===== config.mk =====
export PLATFORM = sky130hd
export DESIGN_NAME = decode_stage
export DESIGN_NICKNAME = d
export VERILOG_FILES = /design/src/rtl/decode_stage.sv
export SDC_FILE = /design/constraint.sdc
export NUM_CORES = 1
export LEC_CHECK = 0
export CAP_MARGIN = 40
export CORE_AREA = 2 2 250 252
export CTS_CLUSTER_SIZE = 14
export DETAILED_ROUTE_END_ITERATION = 7
export DIE_AREA = 0 0 252 254
export GPL_ROUTABILITY_DRIVEN = 0
export SKIP_CTS_REPAIR_TIMING = 1
export SLEW_MARGIN = 10
export SYNTH_ARGS = -nofsm -noshare
export SYNTH_HDL_FRONTEND = slang
export SYNTH_SLANG_ARGS = --single-unit

===== constraint.sdc =====
create_clock -name clk -period 22.6 [get_ports clk]
set_clock_uncertainty 0.05 [all_clocks]
set_input_delay 2.26 -clock clk [delete_from_list [all_inputs] [get_ports clk]]
set_output_delay 2.26 -clock clk [all_outputs]
set_load 0.02 [all_outputs]

===== src/rtl/decode_stage.sv =====
// RV64I decode stage: register-file read, immediate/control decode, load-use bubbles, ID/EX register.
// Optional same-cycle write-back bypass is enabled by defining DECODE_WB_BYPASS_EN.
module decode_stage #(
    parameter int XLEN  = 64,
    parameter int CNT_W = 32
) (
    input  logic             clk,
    input  logic             reset,
    input  logic             if_valid,
    input  logic [31:0]      if_instr,
    input  logic [XLEN-1:0]  if_pc,
    output logic             id_ready,
    output logic [4:0]       rs1,
    output logic [4:0]       rs2,
    input  logic [XLEN-1:0]  readData1,
    input  logic [XLEN-1:0]  readData2,
    input  logic             wb_regWrite,
    input  logic [4:0]       wb_rd,
    input  logic [XLEN-1:0]  wb_data,
    input  logic             flush,
    input  logic             ex_ready,
    output logic             ex_valid,
    output logic [XLEN-1:0]  ex_pc,
    output logic [XLEN-1:0]  ex_rs1Data,
    output logic [XLEN-1:0]  ex_rs2Data,
    output logic [XLEN-1:0]  ex_imm,
    output logic [4:0]       ex_rs1,
    output logic [4:0]       ex_rs2,
    output logic [4:0]       ex_rd,
    output logic [6:0]       ex_opcode,
    output logic [2:0]       ex_funct3,
    output logic [6:0]       ex_funct7,
    output logic             ex_memRead,
    output logic             ex_memWrite,
    output logic             ex_regWrite,
    output logic [CNT_W-1:0] hazard_count
);

    localparam logic [6:0] OP_LOAD   = 7'b0000011;
    localparam logic [6:0] OP_STORE  = 7'b0100011;
    localparam logic [6:0] OP_BRANCH = 7'b1100011;
    localparam logic [6:0] OP_JAL    = 7'b1101111;
    localparam logic [6:0] OP_JALR   = 7'b1100111;
    localparam logic [6:0] OP_IMM    = 7'b0010011;
    localparam logic [6:0] OP_IMM32  = 7'b0011011;
    localparam logic [6:0] OP_LUI    = 7'b0110111;
    localparam logic [6:0] OP_AUIPC  = 7'b0010111;
    localparam logic [6:0] OP_REG    = 7'b0110011;
    localparam logic [6:0] OP_REG32  = 7'b0111011;

    typedef struct packed {
        logic            valid;
        logic [XLEN-1:0] pc;
        logic [XLEN-1:0] rs1Data;
        logic [XLEN-1:0] rs2Data;
        logic [XLEN-1:0] imm;
        logic [4:0]      rs1;
        logic [4:0]      rs2;
        logic [4:0]      rd;
        logic [6:0]      opcode;
        logic [2:0]      funct3;
        logic [6:0]      funct7;
        logic            memRead;
        logic            memWrite;
        logic            regWrite;
    } idex_t;

    idex_t            r_idex;
    idex_t            w_dec;
    logic [CNT_W-1:0] r_cnt;
    logic [6:0]       w_op;
    logic [4:0]       w_rd;
    logic [XLEN-1:0]  w_imm;
    logic [XLEN-1:0]  w_rs1Data;
    logic [XLEN-1:0]  w_rs2Data;
    logic             w_loaduse;

    assign w_op = if_instr[6:0];
    assign w_rd = if_instr[11:7];
    assign rs1  = if_instr[19:15];
    assign rs2  = if_instr[24:20];

    always_comb begin
        w_imm = '0;
        case (w_op)
            OP_IMM, OP_IMM32, OP_LOAD, OP_JALR:
                w_imm = {{(XLEN-12){if_instr[31]}}, if_instr[31:20]};
            OP_STORE:
                w_imm = {{(XLEN-12){if_instr[31]}}, if_instr[31:25], if_instr[11:7]};
            OP_BRANCH:
                w_imm = {{(XLEN-13){if_instr[31]}}, if_instr[31], if_instr[7],
                         if_instr[30:25], if_instr[11:8], 1'b0};
            OP_LUI, OP_AUIPC:
                w_imm = {{(XLEN-32){if_instr[31]}}, if_instr[31:12], 12'b0};
            OP_JAL:
                w_imm = {{(XLEN-21){if_instr[31]}}, if_instr[31], if_instr[19:12],
                         if_instr[20], if_instr[30:21], 1'b0};
            default: w_imm = '0;
        endcase
    end

`ifdef DECODE_WB_BYPASS_EN
    assign w_rs1Data = (rs1 == 5'd0) ? '0 :
                       (wb_regWrite && wb_rd == rs1) ? wb_data : readData1;
    assign w_rs2Data = (rs2 == 5'd0) ? '0 :
                       (wb_regWrite && wb_rd == rs2) ? wb_data : readData2;
`else
    // Register file writes through, so the write-back port is not needed here.
    logic w_unused_wb;
    assign w_unused_wb = ^{wb_regWrite, wb_rd, wb_data};
    assign w_rs1Data = (rs1 == 5'd0) ? '0 : readData1;
    assign w_rs2Data = (rs2 == 5'd0) ? '0 : readData2;
`endif

    always_comb begin
        w_dec          = '0;
        w_dec.valid    = if_valid;
        w_dec.pc       = if_pc;
        w_dec.rs1Data  = w_rs1Data;
        w_dec.rs2Data  = w_rs2Data;
        w_dec.imm      = w_imm;
        w_dec.rs1      = rs1;
        w_dec.rs2      = rs2;
        w_dec.rd       = w_rd;
        w_dec.opcode   = w_op;
        w_dec.funct3   = if_instr[14:12];
        w_dec.funct7   = if_instr[31:25];
        w_dec.memRead  = (w_op == OP_LOAD);
        w_dec.memWrite = (w_op == OP_STORE);
        w_dec.regWrite = (w_rd != 5'd0) &&
                         (w_op inside {OP_REG, OP_REG32, OP_IMM, OP_IMM32, OP_LOAD,
                                       OP_LUI, OP_AUIPC, OP_JAL, OP_JALR});
    end

    // Both sources are compared regardless of format; a false stall only costs a cycle.
    assign w_loaduse = if_valid && r_idex.valid && r_idex.memRead && (r_idex.rd != 5'd0) &&
                       (r_idex.rd == rs1 || r_idex.rd == rs2);
    assign id_ready  = ex_ready && !w_loaduse;

    always_ff @(posedge clk or posedge reset) begin
        if (reset) begin
            r_idex <= '0;
            r_cnt  <= '0;
        end else if (flush) begin
            r_idex.valid <= 1'b0;
        end else if (!ex_ready) begin
            r_idex <= r_idex;
        end else if (w_loaduse) begin
            r_idex.valid <= 1'b0;
            if (r_cnt != {CNT_W{1'b1}})
                r_cnt <= r_cnt + CNT_W'(1);
        end else begin
            r_idex <= w_dec;
        end
    end

    assign ex_valid     = r_idex.valid;
    assign ex_pc        = r_idex.pc;
    assign ex_rs1Data   = r_idex.rs1Data;
    assign ex_rs2Data   = r_idex.rs2Data;
    assign ex_imm       = r_idex.imm;
    assign ex_rs1       = r_idex.rs1;
    assign ex_rs2       = r_idex.rs2;
    assign ex_rd        = r_idex.rd;
    assign ex_opcode    = r_idex.opcode;
    assign ex_funct3    = r_idex.funct3;
    assign ex_funct7    = r_idex.funct7;
    assign ex_memRead   = r_idex.memRead;
    assign ex_memWrite  = r_idex.memWrite;
    assign ex_regWrite  = r_idex.regWrite;
    assign hazard_count = r_cnt;

endmodule


======== Word-level counts from Yosys, hierarchy flattened ========
Cells that the tools add are included.
word-level totals
  memory bits (read-only) ................. 0
  bits in registers ....................... 324
  memories kept ........................... 0
  memory bits (writable) .................. 0
  output and inout bits ................... 335
  word-level logic and storage cells ...... 57
  latch bits .............................. 0
  input port bits ......................... 299
operators by class
  divide/modulo/power cells ............... 0
  reduce and logical (&&, ||, !) cells .... 18
  equal/unequal tests ..................... 14
  multiply operators ...................... 0
  mux-type cells .......................... 7
  bitwise operators ....................... 2
  order comparisons ....................... 0
  shift operators ......................... 0
  $add $sub $neg .......................... 1
operator list
  cell                   number
  $pmux 64 s5            1
  $mux 292               1
  $mux 291               1
  $mux 64                2
  $add 32x1->32 const B  1
  $ne 32x32->1 const B   1
  $eq 7x6->1 const B     4
  $eq 7x5->1 const B     3
  $eq 7x7->1 const B     3
  $eq 5x5->1             2
  $logic_not 5->1        2
  $reduce_bool 5->1      2
  $reduce_bool 9->1      1
  $eq 7x2->1 const B     1
  $logic_and 1x1->1      6
  $reduce_and 4->1       1
  $reduce_or 4->1        1
  $reduce_and 3->1       1
  $mux 1                 2
  $not 1->1              2
  $reduce_bool 2->1      1
  $reduce_or 2->1        1
  $logic_not 1->1        1
  $logic_or 1x1->1       1

======== Depth between registers and ports, before layout ========
  word-level depth ........................ 7
  depth in mapped cells ................... 11
  mapped depth without buffers ............ 7

======== Worst setup path before layout ========
OpenSTA, ideal clock, no wires.
  path type ............................... in2out
  from .................................... in if_instr[19]
  to ...................................... out id_ready
  stages .................................. 5
  required time ........................... 20.290 ns
  path buffers ............................ 0
  arrival ................................. 3.098 ns
  slack ................................... 17.192 ns
  cells stage by stage .................... xnor2_1 -> nand3_1 -> o22ai_4 -> nand2_1 -> and2_1
between the ends
  cells in the longest elaborated chain, start to end .. 5
RTL lines
  what                RTL line  text
  start: declaration  10        input logic [31:0] if_instr,
  $eq 5x5->1          137       (r_idex.rd == rs1 || r_idex.rd == rs2);
  $logic_or 1x1->1    137
  $logic_and 1x1->1   136       assign w_loaduse = if_valid && r_idex.valid && r_idex.memRead && (r_idex.rd != 5'd0) &&
  $logic_not 1->1     138       assign id_ready = ex_ready && !w_loaduse;
  $logic_and 1x1->1   138
  end: declaration    12        output logic id_ready,
No other way between the ends.

======== Worst setup path after layout ========
  from .................................... in if_instr[23]
  to ...................................... out id_ready
Same word-level chain as after synthesis.

==> reports/metrics.yaml <==
route:
  avgRoutedWirePerCell_um: 17.1
  antenna_left: 0
  viasPerCell: 4.10
  drc_errors: 0
  first_pass_iters: 4
  routed_wl_um: 42500
  via_count: 10182
  first_iter_violations: 481
floorplan:
  num_rows: 91
  core_area_sq_mm: 0.0613
  fp.dieH_um: 254
  start_util: 0.208
  num_io_pins: 634
  die-area_sq_mm: 0.0640
  die_w_um: 252
synth:
  synth_ff_type: "dfrtp_1"
  yosys_warnings: 0
  synth.distinct_cells: 46
  ys_ff_latch: 292
  synth_area_sq_mm: 0.0127
  syn_area_per_cell_sq_um: 11.0
  seq_area_frac_synth: 0.573
  synth_edf_count: 0
  synthCells: 1157
  syn-num-nets: 1457
  synth_async_sr_flop_share: 1.00
global_route:
  overflow: 0
  grt_pass1_wl_um: 63700
  antenna_found_initial: 3
  grt_pass1_vias: 10405
  grt_usage: 0.128
  grt_max_degree: 182
timing:
  tightest_slew_ns: 1.23
  fin_crit_sh: 0.304
  fmax_ghz: 0.146
  hold_ws_ns: 0.422
  finalHoldViolCount: 0
  rsz0062_at_grt: "no"
  fin_crit_ns: 6.86
  drv_slew: 0
  relSlewSlack: 0.179
  setup_viol: 0
  tns_ns: 0
worst_setup_path:
  path_max_fanout: 9
  crit_type: "input pin to output port"
  cp-startpoint: "if_instr[23]"
  crit_arrival_ns: 4.55
  path_cells: "clkdlybuf4s50_1, xnor2_1, nand2_1, o22ai_4, nand2_1, and2_1, clkdlybuf4s50_1"
  cp.required_ns: 20.29
  slowest_delay_ns: 0.87
  crit_path_end_kind: "output port"
  reg2reg_from: "ex_rd[4]"
  r2r_slack_ns: 18.88
  critPathLaunchType: "input pin"
  critPathBufInv: 2
  crit_family: "buffers and inverters"
  cp_slowest_cell: "clkdlybuf4s50_1"
clock_network:
  numCtsBuffers: 38
  cts_max_path_buffers: 3
  clkSinkCount: 292
  cts.reportedPaths.clkPinSlew_ns: 0.05
  cts-root-buf: "clkbuf_16"
  cts_tree: "built"
  clock_latency_ns: 0.54
  htree_num_levels: 2
pwr:
  ir_drop_mv: 0.0414
  power_leakage_uw: 0.00883
  power_density_mw_per_mm2: 78.9
worst_hold_path:
  hp-start: "ex_rs2Data[6]"
  min_path_type: "flop to flop"
cells_and_area:
  syn_to_final_growth_pct: 57.3
  nFillCells: 6217
  antenna_cells: 0
  drive_gt1_frac: 0.112
  final_nets: 1967
  finalNonFillerCells: 2483
job:
  max_cap_violations: 0
outcome:
  status: "finished, final reports clean"
place:
  dp.cells: 2416
  numPortBuffers: 563
  dp_hpwl_um: 30400
==> final cells by class <==
class                   count  area [sq um]  area share
clock buffers              57          1110      0.0555
clock inverters             9           104     0.00518
inverters                   7          33.8     0.00168
multi-input cells         749          4660       0.232
flip-flops and latches    292          7310       0.364
well taps                 790           988      0.0493
repair buffers            579          5850       0.292
==> logic make-up (layout without fill, tap and decap cells) <==
group                      Yosys count  in the layout  share of synthesized area
and+or+nand+nor                    408            408                      0.136
buffers and inverters              116            652                     0.0623
muxes                               97             97                      0.113
adders and majority gates            1              1                   0.000981
xor gates and xnor gates            41             41                     0.0282
DFF                                292            292                      0.573
AOI/OAI and AO/OA                  202            202                     0.0868
==> path summary, 6_finish.rpt <==
check | endpoint | depth (start not counted)
setup / recovery | id_ready | 7
hold / removal | ex_rs2Data[6] | 2
setup reg to reg | ex_pc[34] | 7
hold reg to reg | ex_rs2Data[6] | 2
max in group asynchronous | ex_rs2Data[9] | 4
min in group asynchronous | ex_valid | 2
==> cells in the mapped netlist, drive strengths merged (4+ instances only) <==
cell type	number	area, sq um
xor2	16	140
buf	78	651
nor4	8	50.1
nor3	17	90.1
xnor2	25	219
a21oi	25	125
nand3	17	95.1
nand4	13	81.3
a22oi	5	37.5
clkbuf	31	118
nand2	316	1190
nor2	11	41.3
and2	4	25.0
dfrtp	292	7310
and4	5	43.8
o21ai	164	858
inv	7	26.3
mux2	97	1440
and3	4	25.0
==> placed cells by master (no fill, tap or decap), drive strengths merged, types with 15 or more instances in the layout <==
| master | count |
|---|---|
| a21oi | 25 |
| o21ai | 164 |
| buf | 15 |
| nand2 | 316 |
| clkdlybuf4s50 | 563 |
| mux2 | 97 |
| dfrtp | 292 |
| xor2 | 16 |
| clkbuf | 57 |
| nand3 | 17 |
| xnor2 | 25 |
| nor3 | 17 |
==> routing by layer <==
| metal | GRT usage | vias up | routed length, um |
|---|---|---|---|
| met1 | 0.160 | 4907 | 17900 |
| met5 | 0 | - | 15 |
| li1 | - | 4859 | - |
| met4 | 0.0440 | 2 | 1070 |
| met3 | 0.0319 | 65 | 2720 |
| met2 | 0.215 | 349 | 20800 |
==> through the flow <==
stage          total power, uW  setup WS (ns)  instance area, sq um   util
2_1_floorplan              798          12.23                 12700      -
3_3_place_gp               988          15.71                 18700  0.306
3_5_place_dp               994          15.74                 18800  0.307
4_1_cts                   1610          15.72                 20000  0.327
5_1_grt                   1660          15.62                 20000  0.327
6_report                  1580          15.74                 20000  0.327
==> where the power goes <==
group	switching, uW	internal, uW
Sequential	33.3	580
Combinational	176	191
Clock	238	362
==> worst reg2reg max path, stage by stage (launching register included) <==
cell and delay (ns):
dfrtp_1 0.47, xnor2_1 0.17, nand3_1 0.16, o22ai_4 0.34
a21bo_4 0.36, buf_4 0.65, buf_12 0.68, mux2_2 0.73
==> registers in the layout, indices dropped and copies added (netlist names), 5 cells and up <==
name,count
ex_funct7,7
hazard_count,32
ex_rs2,5
ex_rs2Data,64
ex_pc,64
ex_opcode,7
ex_imm,32
ex_rs1,5
ex_rs1Data,64
ex_rd,5
No activity file was read; power rests on OpenSTA's default activity.
